`config.mk`:
```
export PLATFORM = sky130hd
export DESIGN_NAME = uart_tx_frame
export DESIGN_NICKNAME = d
export VERILOG_FILES = /design/src/rtl/uart_tx_frame.sv
export SDC_FILE = /design/constraint.sdc
export NUM_CORES = 1
export LEC_CHECK = 0
export CAP_MARGIN = 20
export CELL_PAD_IN_SITES_DETAIL_PLACEMENT = 1
export CELL_PAD_IN_SITES_GLOBAL_PLACEMENT = 2
export CORE_MARGIN = 2
export CORE_UTILIZATION = 35
export CTS_CLUSTER_DIAMETER = 80
export DETAILED_ROUTE_END_ITERATION = 7
export HOLD_SLACK_MARGIN = 0.12
export PLACE_DENSITY = 0.76
export SLEW_MARGIN = 20
export SYNTH_ARGS = -nofsm -noshare
export SYNTH_HDL_FRONTEND = slang
export SYNTH_SLANG_ARGS = --single-unit
```
`constraint.sdc`:
```
create_clock -name sys_clk -period 2 [get_ports sys_clk]
set_input_delay 0.2 -clock sys_clk [delete_from_list [all_inputs] [get_ports sys_clk]]
set_output_delay 0.2 -clock sys_clk [all_outputs]
set_load 0.1 [all_outputs]
```
`src/rtl/uart_tx_frame.sv`:
```
// uart_tx_frame -- UART transmitter, one frame per accepted byte.
//
// Frame on the line: start (0), DATA_BITS data bits LSB first, optional
// parity bit, one stop bit (1). Every bit lasts DIV = CLK_FREQ/BAUD_RATE
// sys_clk cycles. The divider restarts at acceptance, so bit edges are
// locked to the frame start.
//
// Ports:
//   sys_clk          system clock, rising edge
//   rst              synchronous reset, active high
//   tx_data          byte to send, sampled only on the handshake
//   tx_valid         request to send tx_data
//   tx_ready         high when a new byte can be accepted (registered)
//   serial_data_out  UART line, idle high (registered)
//   busy             frame in progress (registered)
//   tx_done          one-cycle pulse on the final cycle of the stop bit
module uart_tx_frame #(
   parameter int CLK_FREQ   = 50000000,
   parameter int BAUD_RATE  = 115200,
   parameter int DATA_BITS  = 8,
   parameter int PARITY_EN  = 1,
   parameter int PARITY_ODD = 0
) (
   input  logic                 sys_clk,
   input  logic                 rst,
   input  logic [DATA_BITS-1:0] tx_data,
   input  logic                 tx_valid,
   output logic                 tx_ready,
   output logic                 serial_data_out,
   output logic                 busy,
   output logic                 tx_done
);

   localparam int DIV = CLK_FREQ / BAUD_RATE;
   localparam int DW  = $clog2(DIV);
   localparam int IW  = $clog2(DATA_BITS);

   localparam logic [DW-1:0] DIV_LAST = DW'(DIV - 1);
   localparam logic [DW-1:0] DIV_PEN  = DW'(DIV - 2);
   localparam logic [IW-1:0] IDX_LAST = IW'(DATA_BITS - 1);
   localparam logic          PAR_ODD  = (PARITY_ODD != 0);

   typedef enum logic [2:0] {
      S_IDLE,
      S_START,
      S_DATA,
      S_PARITY,
      S_STOP
   } state_t;

   state_t                 r_state;
   logic [DW-1:0]          r_div;
   logic [IW-1:0]          r_idx;
   logic [DATA_BITS-1:0]   r_shift;
   logic                   r_par;
   logic                   r_line;
   logic                   r_busy;
   logic                   r_ready;
   logic                   r_done;

   logic                   w_bit_end;

   assign w_bit_end       = (r_div == DIV_LAST);
   assign serial_data_out = r_line;
   assign busy            = r_busy;
   assign tx_ready        = r_ready;
   assign tx_done         = r_done;

   // Outputs are registered, so each transition loads the line value of
   // the slot being entered rather than the one being left.
   always_ff @(posedge sys_clk) begin
      if (rst) begin
         r_state <= S_IDLE;
         r_div   <= '0;
         r_idx   <= '0;
         r_shift <= '0;
         r_par   <= 1'b0;
         r_line  <= 1'b1;
         r_busy  <= 1'b0;
         r_ready <= 1'b1;
         r_done  <= 1'b0;
      end else begin
         r_done <= 1'b0;
         if (r_state != S_IDLE)
            r_div <= w_bit_end ? '0 : r_div + 1'b1;

         case (r_state)
            S_IDLE: begin
               r_line  <= 1'b1;
               r_busy  <= 1'b0;
               r_ready <= 1'b1;
               if (tx_valid && r_ready) begin
                  r_shift <= tx_data;
                  r_par   <= (^tx_data) ^ PAR_ODD;
                  r_div   <= '0;
                  r_idx   <= '0;
                  r_line  <= 1'b0;
                  r_busy  <= 1'b1;
                  r_ready <= 1'b0;
                  r_state <= S_START;
               end
            end

            S_START: begin
               if (w_bit_end) begin
                  r_state <= S_DATA;
                  r_idx   <= '0;
                  r_line  <= r_shift[0];
               end
            end

            S_DATA: begin
               if (w_bit_end) begin
                  if (r_idx == IDX_LAST) begin
                     if (PARITY_EN != 0) begin
                        r_state <= S_PARITY;
                        r_line  <= r_par;
                     end else begin
                        r_state <= S_STOP;
                        r_line  <= 1'b1;
                     end
                  end else begin
                     // bit [1] is the next LSB once this shift lands
                     r_shift <= r_shift >> 1;
                     r_idx   <= r_idx + 1'b1;
                     r_line  <= r_shift[1];
                  end
               end
            end

            S_PARITY: begin
               if (w_bit_end) begin
                  r_state <= S_STOP;
                  r_line  <= 1'b1;
               end
            end

            S_STOP: begin
               // set one edge early so the pulse sits on the last stop cycle
               if (r_div == DIV_PEN)
                  r_done <= 1'b1;
               if (w_bit_end) begin
                  r_state <= S_IDLE;
                  r_busy  <= 1'b0;
                  r_ready <= 1'b1;
               end
            end

            default: begin
               r_state <= S_IDLE;
               r_line  <= 1'b1;
               r_busy  <= 1'b0;
               r_ready <= 1'b1;
            end
         endcase
      end
   end

endmodule

```
==> results.py <==
metrics = {
    "yosys": {
        "synth_nets": 194,
        "avgSynthCellArea_sq_um": 9.15,
        "synth_seq_cells": 28,
        "synth_edf_count": 0,
        "syn_area_sq_um": 1630,
        "ys_seq_area_share_pct": 34.4,
        "synth_cell_type_count": 52,
        "synth_ff_type": "dfxtp_1",
        "async_reset_ff_share_pct": 0,
        "syn_inst": 178,
        "synth_warnings": 0,
    },
    "worst_setup_path": {
        "cpMostUsedCell": "ha_1",
        "cp-endpoint": "r_idx[2]$_SDFFE_PP0P_",
        "crit_type": "flop to flop",
        "cp-startpoint": "r_idx[0]$_SDFFE_PP0P_",
        "cp-start-kind": "flop",
        "cp_num_cells": 7,
        "reg2regPathDepth": 7,
        "cp_cell_sequence": "ha_1, ha_1, or3b_4, a2111oi_4, buf_4, o2111ai_1, o41ai_1",
        "crit-reg2reg-capture": "r_idx[2]$_SDFFE_PP0P_",
        "worst_path_largest_cell_delay_ps": 390,
        "crit_buf_inv": 1,
        "crit_family": "compound AO/OA/AOI/OAI gates",
        "cp_slowest_cell": "or3b_4",
        "cp.required_ps": 2180,
        "rrSetupSlack_ps": 40,
        "cp.arrival_ps": 2130,
        "r2r-start": "r_idx[0]$_SDFFE_PP0P_",
        "cp-end-kind": "flop",
        "cp_max_fo": 6,
    },
    "global_routing": {
        "gr-usage-met1_pct": 23.1,
        "met3_usage_pct": 2.22,
        "antenna_found_initial": 0,
        "overflow": 0,
        "grt_pass1_wl_um": 7140,
        "grt_use_total_pct": 17.3,
        "grt-busiest-layer": "met2",
        "met2_usage_pct": 29.1,
        "grt_pass1_vias": 1455,
        "grt_start_max_net_pins": 19,
    },
    "timing": {
        "fmax_mhz": 511,
        "setup-violations-final": 0,
        "timing.slew.headroom_pct": 71.6,
        "finalMaxSlewViolations": 0,
        "worstMarginPinSlew_ps": 425,
        "setup_ws_ps": 43.9,
        "min_period_over_period_pct": 97.8,
        "skew_ps": 8.68,
        "hold_viol": 0,
        "fin_crit_ps": 1960,
    },
    "clocking": {
        "numClockSinks": 28,
        "clk_pin_slew_ps": 100,
        "clk_latency_ps": 290,
        "postCtsHoldBufs": 0,
        "cts_tree": "done",
        "cts_inserted_buffers": 3,
        "clockRootBuffer": "clkbuf_8",
        "clock_path_buffers": 2,
        "cts_max_level": 1,
    },
    "power": {
        "p_leak_nw": 0.760,
        "fin_total_pwr_w": 0.00133,
        "peakVddDrop_mv": 0.252,
        "powerDensity_nw_per_um2": 683,
    },
    "detailed_routing": {
        "routedWlPerCell_um": 16.8,
        "drt_wl_total_um": 4210,
        "drt_iter0_drc": 73,
        "ant_nets": 0,
        "drc": 0,
        "vias_per_cell": 5.79,
        "firstDrtPassIters": 4,
        "num_vias": 1447,
    },
    "floorplan": {
        "core_region_area_sq_um": 4410,
        "die-area_sq_um": 5220,
        "die_h_um": 72.2,
        "start_util_pct": 36.9,
        "ios": 15,
        "num_rows": 24,
        "die_w_um": 72.2,
    },
    "cells_and_area": {
        "nNetsFinal": 215,
        "syn_to_final_growth_pct": 20.0,
        "nFillCells": 506,
        "antenna_cells": 0,
        "drive_above_1_share_pct": 16.7,
    },
    "place": {
        "gp_congestion": 0.803,
        "hpwl_um": 3160,
        "io_buffers": 14,
        "place_ws_ps": 65.7,
    },
    "job": {
        "cap_violations": 0,
    },
    "run_status": {
        "outcome": "finished clean",
    },
    "min_path": {
        "holdCritPathClass": "flop to flop",
    },
}
-- worst reg2reg max path, stage by stage (launching register included) --
cell and delay (ps):
dfxtp_1 330, ha_1 200, ha_1 190, or3b_4 390, a2111oi_4 340, buf_4 190, o2111ai_1 120, o41ai_1 100
-- through the flow --
step	setup TNS [ps]	cell area, sq um	instances	utilization, %	hold slack [ps]
global route	-69.7	1950	250	44.3	498
detailed placement	0	1830	241	41.4	441
floorplan	0	1630	178	-	362
global placement	0	1830	241	41.4	436
finish	0	1950	250	44.3	457
CTS	0	1900	245	43.1	457
-- placed cells by master, fill, tap and decap left out, drive strengths merged, types with 3 or more instances in the layout --
cell and count:
mux2i 9, clkdlybuf4s50 10, a2111oi 3, xnor2 7
clkbuf 3, nand3 7, o21ai 5, dfxtp 28
or3b 3, buf 18, ha 5, o2111ai 3
inv 7, a211oi 3, nand2 14, o41ai 3
nor3 5, a21oi 15, nor2 10, a311oi 8
-- cells in the mapped netlist (4+ instances only) --
library cell | number | area share (%)
a21oi_1 | 15 | 4.6
nor2_1 | 9 | 2.1
inv_1 | 7 | 1.6
xnor2_1 | 7 | 3.8
nand3_1 | 7 | 2.2
a311oi_1 | 6 | 3.2
mux2i_1 | 9 | 5.5
nor3_1 | 4 | 1.2
buf_2 | 6 | 1.8
o21ai_1 | 4 | 1.2
ha_1 | 5 | 3.8
nand2_1 | 14 | 3.2
dfxtp_1 | 28 | 34
-- what timing repair did --
action | CTS | global route
endpoints found under the setup margin | 0 | 4
setup buffers | 0 | 5
hold endpoints to repair | 0 | 0
gates resized for setup | 0 | 2
-- report_power, final --
part	total, W	internal, W	switching [W]
registers	0.000606	0.000586	0.0000195
clock network	0.000468	0.000269	0.000199
logic	0.000261	0.000109	0.000152
total	0.00133	0.000963	0.000371
-- flip-flops by register name, summed over array words and instances (netlist names) --
signal and count:
tx_done 1, r_div 9, serial_data_out 1, busy 1
r_par 1, r_shift 8, r_state 3, r_idx 3
tx_ready 1
-- cells by family (layout without fill, tap and decap cells) --
kind of cell	count (synthesis)	count (layout)	share of synthesized area [%]
buffers and inverters	19	39	5.53
XOR/XNOR	8	8	4.30
AO/OA/AOI/OAI	53	53	26.2
adder cells (fa/ha/maj)	5	5	3.84
AND/OR/NAND/NOR	56	56	20.2
flip-flops	28	28	34.4
multiplexers	9	9	5.53
-- worst min path at each step --
stage,startpoint,end,slack (ps),depth (start not counted)
after floorplan,tx_data[7],r_shift[7]$_SDFFE_PP0P_,360,1
after global placement,busy$_SDFFE_PP0P_,busy$_SDFFE_PP0P_,440,2
after detailed placement,busy$_SDFFE_PP0P_,busy$_SDFFE_PP0P_,440,2
after CTS,busy$_SDFFE_PP0P_,busy$_SDFFE_PP0P_,460,2
after global routing,r_idx[1]$_SDFFE_PP0P_,r_idx[1]$_SDFFE_PP0P_,500,2
final,busy$_SDFFE_PP0P_,busy$_SDFFE_PP0P_,460,2
-- layout make-up --
| type | count | area (sq um) | share of cell area [%] |
|---|---|---|---|
| clock buffers | 3 | 41.3 | 2.11 |
| well taps | 52 | 65.1 | 3.33 |
| repair buffers | 28 | 248 | 12.7 |
| inverters | 7 | 26.3 | 1.34 |
| multi-input cells | 131 | 982 | 50.3 |
| clock inverters | 1 | 30.0 | 1.54 |
| flip-flops and latches | 28 | 562 | 28.7 |
-- per-layer routing --
layer	vias to the layer above	routed length [um]
li1	714	-
met1	708	1970
met2	20	2100
met3	5	85
met4	0	53
met5	-	0
Note: power is estimated with default switching activity, not from simulation.
